[src/rtl/beam_thresh_loader.sv]
// Per-beam threshold shadow table with a serial two's-complement load sweep into the dual-beam array.
// Optional feature macro THRESH_READBACK_EN: active-table readback port (rd_addr_i / rd_data_o).
module beam_thresh_loader #(
    parameter int unsigned NBEAMS      = 48,
    parameter int unsigned THRESH_BITS = 18
) (
    input  logic                      clk_i,
    input  logic                      rstn_i,
    input  logic                      wr_en_i,
    input  logic [$clog2(NBEAMS)-1:0] wr_addr_i,
    input  logic [THRESH_BITS-1:0]    wr_data_i,
    input  logic                      commit_i,
`ifdef THRESH_READBACK_EN
    input  logic [$clog2(NBEAMS)-1:0] rd_addr_i,
    output logic [THRESH_BITS-1:0]    rd_data_o,
`endif
    output logic                      busy_o,
    output logic                      done_o,
    output logic [THRESH_BITS-1:0]    thresh_o,
    output logic [NBEAMS-1:0]         thresh_ce_o,
    output logic                      update_o
);
    localparam int unsigned AW = $clog2(NBEAMS);
    localparam int unsigned TW = THRESH_BITS;
    localparam logic [AW:0]   NB_LIM   = (AW+1)'(NBEAMS);
    localparam logic [AW-1:0] IDX_LAST = AW'(NBEAMS - 1);

    typedef enum logic [1:0] {S_IDLE, S_LOAD, S_UPDATE} state_t;

    state_t            r_state;
    logic [AW-1:0]     r_idx;
    logic              r_pending;
    logic              r_busy;
    logic              r_done;
    logic [TW-1:0]     r_thresh;
    logic [NBEAMS-1:0] r_ce;
    logic              r_update;
    logic [TW-1:0]     r_shadow [NBEAMS];

    logic              w_wr_ok;
    logic [AW-1:0]     w_nidx;
    logic [AW-1:0]     w_ld_idx;
    logic [TW-1:0]     w_ld_val;
    logic              w_ld_fire;

    function automatic logic [TW-1:0] f_neg(input logic [TW-1:0] v);
        return ~v + TW'(1);
    endfunction

    assign w_wr_ok   = ({1'b0, wr_addr_i} < NB_LIM);
    assign w_nidx    = r_idx + AW'(1);
    assign w_ld_idx  = (r_state == S_IDLE) ? '0 : w_nidx;
    assign w_ld_val  = r_shadow[w_ld_idx];
    // A beam's value is captured at the edge that raises its enable, so a same-edge write is not seen.
    assign w_ld_fire = ((r_state == S_IDLE) && (commit_i || r_pending)) ||
                       ((r_state == S_LOAD) && (r_idx != IDX_LAST));

    always_ff @(posedge clk_i or negedge rstn_i) begin
        if (!rstn_i) begin
            for (int b = 0; b < NBEAMS; b++) r_shadow[b] <= '1;
        end else if (wr_en_i && w_wr_ok) begin
            r_shadow[wr_addr_i] <= wr_data_i;
        end
    end

    always_ff @(posedge clk_i or negedge rstn_i) begin
        if (!rstn_i) begin
            r_state   <= S_IDLE;
            r_idx     <= '0;
            r_pending <= 1'b0;
            r_busy    <= 1'b0;
            r_done    <= 1'b0;
            r_thresh  <= '0;
            r_ce      <= '0;
            r_update  <= 1'b0;
        end else begin
            r_done   <= 1'b0;
            r_update <= 1'b0;
            r_ce     <= '0;
            if (w_ld_fire) begin
                r_thresh <= f_neg(w_ld_val);
                r_ce     <= NBEAMS'(1) << w_ld_idx;
            end
            case (r_state)
                S_IDLE: begin
                    if (w_ld_fire) begin
                        r_state   <= S_LOAD;
                        r_idx     <= '0;
                        r_busy    <= 1'b1;
                        r_pending <= 1'b0;
                    end
                end
                S_LOAD: begin
                    if (commit_i) r_pending <= 1'b1;
                    if (r_idx == IDX_LAST) begin
                        r_update <= 1'b1;
                        r_state  <= S_UPDATE;
                    end else begin
                        r_idx <= w_nidx;
                    end
                end
                S_UPDATE: begin
                    if (commit_i) r_pending <= 1'b1;
                    r_busy  <= 1'b0;
                    r_done  <= 1'b1;
                    r_state <= S_IDLE;
                end
                default: r_state <= S_IDLE;
            endcase
        end
    end

`ifdef THRESH_READBACK_EN
    logic [TW-1:0] r_loaded [NBEAMS];
    logic [TW-1:0] r_active [NBEAMS];
    logic [TW-1:0] r_rd_data;
    logic          w_rd_ok;

    assign w_rd_ok = ({1'b0, rd_addr_i} < NB_LIM);

    // Values captured during the sweep become visible only once the broadcast update is issued.
    always_ff @(posedge clk_i or negedge rstn_i) begin
        if (!rstn_i) begin
            for (int b = 0; b < NBEAMS; b++) begin
                r_loaded[b] <= '1;
                r_active[b] <= '1;
            end
            r_rd_data <= '0;
        end else begin
            if (w_ld_fire) r_loaded[w_ld_idx] <= w_ld_val;
            if (r_state == S_UPDATE) begin
                for (int b = 0; b < NBEAMS; b++) r_active[b] <= r_loaded[b];
            end
            r_rd_data <= w_rd_ok ? r_active[rd_addr_i] : '0;
        end
    end

    assign rd_data_o = r_rd_data;
`endif

    assign busy_o      = r_busy;
    assign done_o      = r_done;
    assign thresh_o    = r_thresh;
    assign thresh_ce_o = r_ce;
    assign update_o    = r_update;

endmodule
[config.mk]
export PLATFORM = sky130hd
export DESIGN_NAME = beam_thresh_loader
export DESIGN_NICKNAME = d
export VERILOG_FILES = /design/src/rtl/beam_thresh_loader.sv
export SDC_FILE = /design/constraint.sdc
export NUM_CORES = 1
export LEC_CHECK = 0
export ABC_AREA = 1
export CELL_PAD_IN_SITES_DETAIL_PLACEMENT = 0
export CELL_PAD_IN_SITES_GLOBAL_PLACEMENT = 2
export CORE_UTILIZATION = 35
export DETAILED_ROUTE_END_ITERATION = 8
export PLACE_DENSITY = 0.7
export SLEW_MARGIN = 10
export SYNTH_ARGS = -nofsm -noshare
export SYNTH_HDL_FRONTEND = slang
export SYNTH_SLANG_ARGS = --single-unit
[constraint.sdc]
create_clock -name clk_i -period 3.45 [get_ports clk_i]
set_input_delay 0.5175 -clock clk_i [delete_from_list [all_inputs] [get_ports clk_i]]
set_output_delay 0.5175 -clock clk_i [all_outputs]
set_load 0.01 [all_outputs]
Yosys cells after proc, flatten, opt, wreduce, memory -nomap -nowiden:

Index checks and enable logic that the tools add are counted.

* memory bits (writable): 0
* bits in read-only memories: 0
* latch bits: 0
* output and inout bits: 69
* memories kept: 0
* input bits: 28
* word-level logic and storage cells: 111
* register bits after elaboration: 942

* shift operators: 1
* multiplexer cells: 22
* equality and inequality tests: 8
* multiply operators: 0
* div/mod/pow operators: 0
* bitwise operators: 3
* add/sub/neg operators: 2
* order comparisons: 4
* reductions and logical operators: 15

Operator list (count)
* bitwise mux 864 bit: 1
* binary-select mux 18 bit (select 6 bit): 1
* demux 18 bit (select 6 bit): 1
* 2-to-1 mux 18 bit: 3
* 2-to-1 mux 48 bit: 1
* left shift 1 x 6 -> 48 bit (first input constant): 1
* adder 18 x 1 -> 18 bit (second input constant): 1
* 2-to-1 mux 6 bit: 3
* inverter 18 bit: 1
* greater-or-equal comparator 7 bit (second input constant): 2
* inverter 6 -> 7 bit: 2
* case mux 6 bit (2 select lines): 1
* less-than comparator 7 x 1 -> 1 bit (second input constant): 1
* adder 6 x 1 -> 6 bit (second input constant): 1
* equality test 6 bit (second input constant): 1
* less-than comparator 6 bit (second input constant): 1
* 2-to-1 mux 1 bit: 6
* != test 6 bit (second input constant): 1
* AND reduction 3 bit: 2
* nonzero test 2 bit: 3
* logical AND 1 bit: 4
* 2-to-1 mux 2 bit: 2
* != test 2 x 1 -> 1 bit (second input constant): 2
* != test 2 bit (second input constant): 2
* other kinds (8): 11

Longest topological paths before layout:

* word-level depth: 8
* depth in mapped cells: 22
* depth with buffers taken out: 20

Least setup slack after synthesis:

OpenSTA, ideal clock, no wires.

* path kind: flip-flop to flip-flop
* start point: register r_idx[0]
* end point: register r_thresh[16] (netlist: thresh_o[16])
* arrival time: 2605 ps
* stages on the path, launching flop included: 19
* period minus slack after synthesis: 2723 ps
* path slack: 727 ps
* buffers on the path: 3
* setup time: 118 ps
* cells stage by stage: dfrtp_1 > ha_1 > buf_4 > inv_2 > nor2_4 > buf_2 > buf_2 > o21ai_0 > nand3_1 > nand3_1 > nand3_1 > nand2_1 > inv_1 > ha_1 > nand3_1 > nor2_2 > nand3_1 > nand3_1 > nand2_1

* longest elaborated chain between the ends: 8
* elaborated cells between the ends (all ways): 11
* those cells by class: 2 x add/sub; 1 x eq/ne; 4 x mux; 2 x bitwise; 2 x reduce/logical

RTL lines
* start, declared: line 31 `logic [AW-1:0] r_idx;`
* start signal, assigned: line 99 `r_idx <= w_nidx;`
* adder 6 x 1 -> 6 bit: line 51 `assign w_nidx = r_idx + AW'(1);`
* 2-to-1 mux 6 bit: line 52 `assign w_ld_idx = (r_state == S_IDLE) ? '0 : w_nidx;`
* inverter 6 -> 7 bit (implied by the code): line 53 `assign w_ld_val = r_shadow[w_ld_idx];`
* binary-select mux 18 bit (select 6 bit): line 53
* 2-to-1 mux 18 bit (implied by the code) (2 in series): line 53
* inverter 18 bit: line 47 `return ~v + TW'(1);`
* adder 18 x 1 -> 18 bit: line 47
* end signal, assigned: line 81 `r_thresh <= f_neg(w_ld_val);`
* end, declared: line 35 `logic [TW-1:0] r_thresh;`

Several ways; a longest one is shown, not always the timed one. The select of a mux whose other input is x is not followed.
A chain may end at the register's enable or synchronous reset.

Final worst setup path:

* start point: register r_idx[1]
* end point: register r_thresh[2] (netlist: thresh_o[2])

The elaborated chain is that of the path after synthesis.

==> flow_summary_export.csv <==
group,metric,value,unit
outcome,status,"complete, no violations",
layout,drive_above_1_share,26.9,%
critical_path,path_buf_inv,7,
clock_network,clock-sinks,942,
critical_path,critPathTopFamily,"buffers and inverters",
timing,timing.final.crit_share,97.3,%
clock_network,cts-hold-fix-buffers,0,
layout,seq_area,24700,um2
timing,period_needed,3.36,ns
min_path,min_path_type,"in -> async",
synthesis,yosysTopAreaCellShare,52.5,%
synthesis,ys_seq_elements,942,
critical_path,cp-start-kind,"flip-flop",
clock_network,htree_levels,3,
die,rows,128,
routing,vias_per_cell,5.03,
pwr,powerDensity,876,nW/um2
routing,drtPass1Iterations,5,
routing,wl_met3,6000,um
layout,nets,5292,
layout,fin_util,42.7,%
routing,drtAntennaViolNets,0,
routing,vias,35100,
synthesis,syn_area,43300,um2
layout,fillerInstances,12400,
routing,met2_wirelength,70600,um
placed_design,io_buffers,96,
global_route,grt_overflow,0,
global_route,grt_usage,24.4,%
routing,wl_per_cell,21.9,um
synthesis,synth_area_leader_cell,"dfstp_2",
routing,drtIter0Drc,2946,
synthesis,synth_flop_cell,"dfstp_2",
critical_path,r2r_cells,18,
placed_design,place_congestion,0.838,
critical_path,end_kind,"flip-flop",
timing,slew_violations,0,
synthesis,avgSynthCellArea,8.44,um2
clock_network,clock_path_buffers,3,
timing,hold_viol_final,0,
critical_path,r2r_start,"r_idx[1]",
routing,drc,0,
global_route,grt_pass1_wl,230000,um
timing,fin_skew,0.0201,ns
critical_path,slowest_stage,"dfrtp_1",
synthesis,synthCells,5122,
global_route,grt_pass1_vias,34200,
routing,wl_met1,72900,um
placed_design,dp_hpwl,98000,um
routing,routed_wl,153000,um
synthesis,yosysUniqueCellTypes,42,
pwr,irDropWorstVdd,488,uV
critical_path,cp_cell_sequence,"ha_2 > inv_2 > nor2_4 > buf_12 > buf_12 > buf_4 > nand2_1 > nand3_1 > nand3_1 > nand3_1 > nand3_1 > nand2_1 > inv_1 > ha_1 > buf_4 > xor2_1 > buf_4 > o21ai_0",
critical_path,crit_required,4.01,ns
synthesis,synth_top_cells_by_count,"1,445 x nand2_1, 864 x dfstp_2, 833 x o21ai_0",
timing,setup_viol,0,
critical_path,crit_type,"reg -> reg",
timing,timing.final.ws_setup,0.0937,ns
synthesis,synth.most_common_cell,"nand2_1",
routing,topRoutingLayerUsed,"met4",
critical_path,critPathMaxFanout,13,
die,placeableCoreArea,122000,um2
global_route,grt_max_degree,82,
clock_network,tritoncts,"done",
synthesis,synth-async-reset-ratio,100,%
critical_path,crit_top_cell,"nand3_1",
pwr,power_leakage,0.0215,uW
die,pin_count,97,
synthesis,synth-edff-count,0,
layout,area_growth,20.7,%
timing,maxSlewHeadroom,10.8,%
synthesis,ys_seq_area_share,57.0,%
clock_network,cts_made_buffers,112,
critical_path,endpoint,"thresh_o[2]",
critical_path,rrSetupSlack,0.09,ns
timing,worst_pin_slew,1.33,ns
synthesis,syn_nets,5156,
synthesis,synth_area_leaders,"dfstp_2 52%, nand2_1 13%, o21ai_0 9.6%",
critical_path,critPathArrivalTime,3.92,ns
die,start_util,35.4,%
clock_network,clk_latency,0.71,ns
run,maxCapViolCount,0,
clock_network,root_buffer,"clkbuf_16",
timing,max_freq,0.298,GHz
placed_design,dp_slack,-0.0723,ns
global_route,antenna_found_initial,1,
synthesis,ys_warn_count,0,
critical_path,slowest_delay,0.38,ns
die,dieArea,125000,um2
critical_path,cp.depth,18,
die,die_x,354,um
critical_path,crit_start,"r_idx[1]",
layout,multi_input_area,16100,um2
clock_network,clkTransAtPathRegs,0.06,ns
die,die_h,354,um
critical_path,r2r-end,"thresh_o[2]",
==> report_power, final <==
part	leakage (uW)	switching, uW	internal, uW	total [uW]
Sequential	0.0100	818	13600	14400
Combinational	0.00955	12100	7150	19300
Clock	0.00187	4880	7160	12000
Total	0.0215	17800	27900	45700
==> worst min-delay path by stage <==
stage / to / slack [ns]
6_report: r_shadow[599] / 0.23
5_1_grt: r_shadow[599] / 0.24
4_1_cts: r_shadow[599] / 0.21
3_5_place_dp: r_shadow[619] / 0.48
3_3_place_gp: r_shadow[632] / 0.47
2_1_floorplan: busy_o / 0.22
==> cell usage in the layout (no fill, tap or decap), drive strengths merged, types with 70 or more instances in the layout <==
| cell type | instances |
|---|---|
| nand2 | 1450 |
| dfstp | 864 |
| o21ai | 848 |
| nor2 | 487 |
| nand3 | 317 |
| buf | 317 |
| inv | 242 |
| clkbuf | 176 |
| a21oi | 160 |
| clkdlybuf4s50 | 95 |
| dfrtp | 78 |
| nand4 | 70 |
==> logic make-up after synthesis <==
family                   Yosys count  synth area share [%]
buffers and inverters            634                  6.09
adder cells (fa/ha/maj)            6                 0.174
XOR/XNOR                           6                 0.121
AND/OR/NAND/NOR                 2418                  23.1
flip-flops                       942                  57.0
AO/OA/AOI/OAI                   1116                  13.5
==> cell type report <==
cell class	count	share of cell area, %
Clock buffer	175	6.66
Multi-Input combinational cell	3546	30.9
Sequential cell	942	47.2
Inverter	243	1.76
Antenna cell	4	0.0192
Tap cell	1625	3.89
Clock inverter	33	0.539
Timing Repair Buffer	413	9.01
==> metrics by stage <==
stage          hold slack [ns]  std cells  TNS (ns)  power (uW)  instance area [um2]
5_1_grt                  0.242       6977   -0.0161       48400                52200
3_5_place_dp             0.478       6758    -0.319       33400                48200
6_report                 0.229       6981         0       45700                52200
4_1_cts                  0.207       6969         0       45800                52000
3_3_place_gp             0.472       6758    -0.432       33400                48200
2_1_floorplan            0.222       5122         0       24100                43300
==> timing repair <==
item / CTS / global route
setup buffers: 3 / 7
resized for setup: 0 / 17
cloned: 0 / 1
endpoints found under the setup margin: 9 / 14
pin swaps: 2 / 4
==> worst register-to-register path, delay by kind of cell (launching register included) <==
kind / cells / cell delay (ns)
and+or+nand+nor: 7 / 0.96
buffers and inverters: 7 / 0.95
adders and majority gates: 2 / 0.56
DFF: 1 / 0.38
xor gates and xnor gates: 1 / 0.31
AOI/OAI and AO/OA: 1 / 0.07
==> layer usage <==
metal,track usage [%],vias to the layer above
met5,0,-
met4,5.51,0
met3,2.96,170
met2,39.4,728
met1,34.9,17200
li1,-,17000
==> state kept, by name (all words and copies together) (netlist names), 2 cells and up <==
register     count
r_shadow       864
thresh_ce_o     48
thresh_o        18
r_state          2
r_idx            6
Note: power is estimated with default switching activity, not from simulation.
